$ cat src/rtl/cpu_pkg.sv
// Shared opcode, ALU-operation and controller-state definitions for the basic CPU.
package cpu_pkg;

    localparam logic [2:0] OP_NOP  = 3'b000;
    localparam logic [2:0] OP_MV   = 3'b001;
    localparam logic [2:0] OP_ADD  = 3'b010;
    localparam logic [2:0] OP_SUB  = 3'b011;
    localparam logic [2:0] OP_MVI  = 3'b100;
    localparam logic [2:0] OP_AND  = 3'b101;
    localparam logic [2:0] OP_MVNZ = 3'b110;
    localparam logic [2:0] OP_ILL  = 3'b111;

    localparam logic [1:0] ALU_NOP = 2'd0;
    localparam logic [1:0] ALU_ADD = 2'd1;
    localparam logic [1:0] ALU_SUB = 2'd2;
    localparam logic [1:0] ALU_AND = 2'd3;

    localparam logic [2:0] ST_IDLE = 3'd0;
    localparam logic [2:0] ST_T1   = 3'd1;
    localparam logic [2:0] ST_T2   = 3'd2;
    localparam logic [2:0] ST_T3   = 3'd3;
    localparam logic [2:0] ST_FIN  = 3'd4;

    typedef enum logic [2:0] {
        S_IDLE = ST_IDLE,
        S_T1   = ST_T1,
        S_T2   = ST_T2,
        S_T3   = ST_T3,
        S_FIN  = ST_FIN
    } state_t;

    function automatic logic [1:0] alu_of(input logic [2:0] op);
        case (op)
            OP_ADD:  return ALU_ADD;
            OP_SUB:  return ALU_SUB;
            OP_AND:  return ALU_AND;
            default: return ALU_NOP;
        endcase
    endfunction

endpackage

$ cat src/rtl/onehot_dec.sv
// Index-to-one-hot decoder with enable; output is all zero when disabled.
module onehot_dec #(
    parameter int W = 3
) (
    input  logic [W-1:0]      idx,
    input  logic              en,
    output logic [(2**W)-1:0] onehot
);

    localparam int N = 2 ** W;

    assign onehot = en ? ({{(N-1){1'b0}}, 1'b1} << idx) : '0;

endmodule

$ cat src/rtl/control_fsm.sv
// Instruction-sequencing controller: steps IDLE/T1/T2/T3/FIN and decodes IR into
// datapath strobes. Outputs are decoded from state and inputs, forced low in reset.
module control_fsm
    import cpu_pkg::*;
#(
    parameter int REG_SEL_W = 3
) (
    input  logic                      clock,
    input  logic                      resetn,
    input  logic                      run,
    input  logic [3+2*REG_SEL_W-1:0]  IR,
    input  logic                      g_nz,
    output logic                      IRin,
    output logic                      DINout,
    output logic [REG_SEL_W-1:0]      Rout,
    output logic [(2**REG_SEL_W)-1:0] Rin,
    output logic                      Ain,
    output logic                      Gin,
    output logic                      Gout,
    output logic [1:0]                alu_op,
    output logic                      busy,
    output logic                      done,
    output logic                      illegal
);

    localparam int IR_W = 3 + 2 * REG_SEL_W;

    state_t state;
    state_t next_state;
    logic   ill_flag;

    logic [2:0]           opcode;
    logic [REG_SEL_W-1:0] rx;
    logic [REG_SEL_W-1:0] ry;

    assign opcode = IR[IR_W-1 -: 3];
    assign rx     = IR[2*REG_SEL_W-1 -: REG_SEL_W];
    assign ry     = IR[REG_SEL_W-1:0];

    logic                 irin_c;
    logic                 dinout_c;
    logic [REG_SEL_W-1:0] rout_c;
    logic                 rin_en;
    logic                 ain_c;
    logic                 gin_c;
    logic                 gout_c;
    logic [1:0]           alu_c;
    logic                 done_c;
    logic                 illegal_c;

    always_comb begin
        next_state = state;
        irin_c     = 1'b0;
        dinout_c   = 1'b0;
        rout_c     = '0;
        rin_en     = 1'b0;
        ain_c      = 1'b0;
        gin_c      = 1'b0;
        gout_c     = 1'b0;
        alu_c      = ALU_NOP;
        done_c     = 1'b0;
        illegal_c  = 1'b0;

        case (state)
            S_IDLE: begin
                irin_c = run;
                if (run) next_state = S_T1;
            end
            S_T1: begin
                next_state = S_FIN;
                case (opcode)
                    OP_MV: begin
                        rout_c = ry;
                        rin_en = 1'b1;
                    end
                    OP_MVI: begin
                        dinout_c = 1'b1;
                        rin_en   = 1'b1;
                    end
                    OP_MVNZ: begin
                        if (g_nz) begin
                            rout_c = ry;
                            rin_en = 1'b1;
                        end
                    end
                    OP_ADD, OP_SUB, OP_AND: begin
                        rout_c     = rx;
                        ain_c      = 1'b1;
                        next_state = S_T2;
                    end
                    default: ;
                endcase
            end
            S_T2: begin
                rout_c     = ry;
                gin_c      = 1'b1;
                alu_c      = alu_of(opcode);
                next_state = S_T3;
            end
            S_T3: begin
                gout_c     = 1'b1;
                rin_en     = 1'b1;
                next_state = S_FIN;
            end
            S_FIN: begin
                done_c     = 1'b1;
                illegal_c  = ill_flag;
                next_state = S_IDLE;
            end
            default: next_state = S_IDLE;
        endcase
    end

    always_ff @(posedge clock or negedge resetn) begin
        if (!resetn) begin
            state    <= S_IDLE;
            ill_flag <= 1'b0;
        end else begin
            state <= next_state;
            if (state == S_T1 && opcode == OP_ILL)
                ill_flag <= 1'b1;
            else if (state == S_FIN)
                ill_flag <= 1'b0;
        end
    end

    // Every strobe is qualified by resetn so outputs drop the instant reset asserts.
    onehot_dec #(.W(REG_SEL_W)) u_rin_dec (
        .idx    (rx),
        .en     (rin_en & resetn),
        .onehot (Rin)
    );

    assign IRin    = irin_c & resetn;
    assign DINout  = dinout_c & resetn;
    assign Rout    = resetn ? rout_c : '0;
    assign Ain     = ain_c & resetn;
    assign Gin     = gin_c & resetn;
    assign Gout    = gout_c & resetn;
    assign alu_op  = resetn ? alu_c : ALU_NOP;
    assign busy    = (state != S_IDLE) & resetn;
    assign done    = done_c & resetn;
    assign illegal = illegal_c & resetn;

endmodule

$ cat config.mk
export PLATFORM = sky130hd
export DESIGN_NAME = control_fsm
export DESIGN_NICKNAME = d
export VERILOG_FILES = /design/src/rtl/cpu_pkg.sv /design/src/rtl/onehot_dec.sv /design/src/rtl/control_fsm.sv
export SDC_FILE = /design/constraint.sdc
export NUM_CORES = 1
export LEC_CHECK = 0
export ABC_AREA = 0
export CAP_MARGIN = 10
export CORE_AREA = 2 2 39 41
export DETAILED_ROUTE_END_ITERATION = 6
export DIE_AREA = 0 0 41 43
export DONT_BUFFER_PORTS = 1
export GPL_ROUTABILITY_DRIVEN = 0
export GPL_TIMING_DRIVEN = 0
export PLACE_DENSITY_LB_ADDON = 0.08
export SYNTH_ARGS = -nofsm -noshare
export SYNTH_HDL_FRONTEND = slang
export SYNTH_HIERARCHICAL = 1
export SYNTH_SLANG_ARGS = --single-unit
$ cat constraint.sdc
create_clock -name clock -period 1.9 [get_ports clock]
set_clock_uncertainty 0.1 [all_clocks]
set_input_delay 0.38 -clock clock [delete_from_list [all_inputs] [get_ports clock]]
set_output_delay 0.38 -clock clock [all_outputs]
set_load 0.1 [all_outputs]
==> run_results.csv <==
group,metric,value,unit
status,outcome,"finished with violations",
status,violations,"setup timing",
worst_setup_path,r2r_cells,5,
worst_setup_path,r2r_end,"ill_flag",
cts,clk_latency,0.23,ns
synth,yosysSeqAreaShare,17.3,%
worst_hold_path,hold_start,"run",
worst_setup_path,cpPeakStageDelay,1.08,ns
die,core_area,1380,µm²
run,drv_cap,0,
synth,synthTopCellsByArea,"dfrtp_1 (17%), and4b_2 (5.8%), mux2_2 (5.8%)",
worst_setup_path,cp.required,1.42,ns
synth,synth_edf_count,0,
worst_hold_path,hold_path_end,"state[0]",
die,die_h,43,µm
drt,wirelength,1900,µm
die,dieArea,1760,µm²
layout,multi_input_area,634,µm²
layout,diodes,0,
sta,post-route-period-util,139,%
global_routing,grt_pass1_vias,596,
sta,fmax,0.378,GHz
layout,area_growth,69.8,%
drt,vias,646,
drt,top_layer,"met4",
sta,drv_slew,0,
cts,clkTransAtPathRegs,0.04,ns
synth,yosys.area.top_type_share,17.3,%
die,ioPinCount,34,
synth,ys_types,37,
sta,period_minus_slack,2.65,ns
synth,synthesis.nets,83,
synth,yosys_most_used_dff,"dfrtp_1",
sta,setup_viol,20,
layout,postLayoutCoreUtil,71.1,%
place,io_buffers,0,
worst_setup_path,cp.arrival,2.17,ns
worst_setup_path,r2r_slack,0.66,ns
drt,met2_length,984,µm
worst_setup_path,cp_slowest_cell,"nor4b_4",
cts,cts_inserted_buffers,3,
synth,syn_inst,70,
drt,met3WireLength,87,µm
cts,cts.sinks,4,
layout,layout-drive-gt1-share,62.1,%
synth,ys_seq_elements,4,
worst_setup_path,cp-end-kind,"primary output",
sta,worstMarginPinSlew,1.32,ns
drt,drc,0,
cts,htreeDepth,1,
synth,syn-cell-area,579,µm²
global_routing,grt_pass1_wl,2590,µm
worst_setup_path,crit_path_start_kind,"register",
cts,clockBufferDepth,2,
layout,seqCellArea,103,µm²
synth,ys_warn_count,6,
die,row_count,14,
sta,rsz0062_at_grt,"true",
worst_hold_path,worstHoldPathCells,2,
global_routing,grt_max_degree,11,
worst_setup_path,path_cells,"nor2_4, nand3_4, o22ai_4, nor4b_4",
layout,final.fill_count,117,
sta,slew_headroom,11.9,%
place,dpl_cell_area,756,µm²
drt,vias_per_cell,6.27,
pwr,peakVddDrop,0.641,mV
drt,dr.pass1.iters,2,
die,dieWidth,41,µm
cts,cts_tree,"yes",
synth,synth_top_cell_by_area,"dfrtp_1",
sta,setup_ws,-0.746,ns
worst_setup_path,cp_max_fo,6,
worst_setup_path,reg2reg_from,"state[1]",
global_routing,globalRouteTotalUtil,21.5,%
pwr,leakage,0.367,nW
layout,nNetsFinal,102,
worst_hold_path,hold_path_class,"input pin to register",
worst_setup_path,crit_type,"register to primary output",
drt,drt_iter0_markers,5,
pwr,pwr_density_cell,1320,nW/µm²
sta,hold_viol,0,
cts,cts-root-buf,"clkbuf_4",
synth,async_reset_ff_share,100,%
place,dpl.hpwl,1120,µm
global_routing,grt-ovfl-total,0,
drt,wl_met1,807,µm
drt,routedWlPerCell,18.5,µm
layout,post-route-cell-area,983,µm²
synth,avgSynthCellArea,8.28,µm²
global_routing,antenna_found_initial,0,
drt,ant_nets,0,
die,initial_core_util,41.9,%
-- cell usage in the layout (no fill, tap or decap), types with 2 or more instances in the layout --
cell type	count
and4b_2	2
dfrtp_1	2
a221oi_1	3
and3b_1	3
nor2_1	3
nor2_4	2
nand2b_1	2
buf_4	5
clkbuf_4	3
nand2_1	5
dfrtp_2	2
o21ai_0	3
mux2_2	3
buf_6	7
and4bb_4	4
and4b_4	3
inv_1	2
o21ai_4	3
and2_4	2
-- cell usage after synthesis (all sizes together) (2+ instances only) --
master  instances
a21oi           2
a221oi          3
and2            2
and3            2
and3b           3
and4b           5
and4bb          4
buf             2
clkbuf          2
dfrtp           4
inv             2
mux2            3
nand2           5
nand2b          3
nor2            5
o21ai           6
-- how the worst max path moves through the flow --
stage | from | end | slack [ns] | cells past startpoint
after global routing | state[2] | Rin[0] | -0.79 | 4
final | state[2] | Rin[0] | -0.75 | 4
after floorplan | state[0] | illegal | -0.77 | 3
after CTS | state[1] | Rin[0] | -0.77 | 5
after global placement | state[1] | Rin[0] | -1.0 | 5
after detailed placement | state[1] | Rin[0] | -0.99 | 5
-- cell families (layout without fill, tap and decap cells) --
group	Yosys count	in the layout	share of synthesized area (%)
AOI/OAI and AO/OA	17	17	19.2
muxes	3	3	5.83
xor gates and xnor gates	1	1	1.51
buffers and inverters	6	23	4.75
and+or+nand+nor	39	39	51.4
DFF	4	4	17.3
-- per-stage QoR --
stage	hold WS, ns	setup WS [ns]	setup TNS [ns]	instances	power (mW)
5_1_grt	0.226	-0.785	-10.08	103	1.37
3_3_place_gp	-0.0154	-0.998	-7.52	86	0.925
3_5_place_dp	-0.0154	-0.985	-6.31	87	0.943
6_report	0.217	-0.746	-9.10	103	1.30
2_1_floorplan	-0.0156	-0.769	-4.91	70	0.866
4_1_cts	0.215	-0.766	-7.28	97	1.24
-- routing by layer --
metal | GRT usage [%] | up-vias
met2 | 30.6 | 22
met1 | 29.2 | 315
met4 | 12.0 | 0
li1 | - | 307
met3 | 3.66 | 2
met5 | 0 | -
-- sequential cells by signal, indices dropped and copies added, names as in the netlist --
signal and flops:
state 3, ill_flag 1
-- worst max-delay path, delay by kind of cell (launching register included) --
family / cells / cell delay (ns)
compound gates: 1 / 0.13
simple gates: 3 / 1.35
flops: 1 / 0.45
-- timing repair --
action,CTS,global route
endpoints found under the setup margin,19,21
setup buffers,6,7
hold buffers,1,0
hold endpoints to repair,4,0
resized for setup,17,8
pin swaps,12,6
-- layout make-up --
| class | instances | area share [%] |
|---|---|---|
| well taps | 16 | 2.04 |
| flip-flops and latches | 4 | 10.4 |
| clock buffers | 3 | 2.29 |
| repair buffers | 15 | 17.4 |
| plain buffers | 3 | 2.54 |
| multi-input cells | 60 | 64.5 |
| inverters | 2 | 0.763 |
-- report_power, final --
part	switching [mW]	total (mW)	internal [mW]
Sequential	0.0544	0.184	0.130
Combinational	0.664	1.01	0.350
Clock	0.0336	0.104	0.0706
Total	0.752	1.30	0.550
Power figures use the tool's default switching activity.
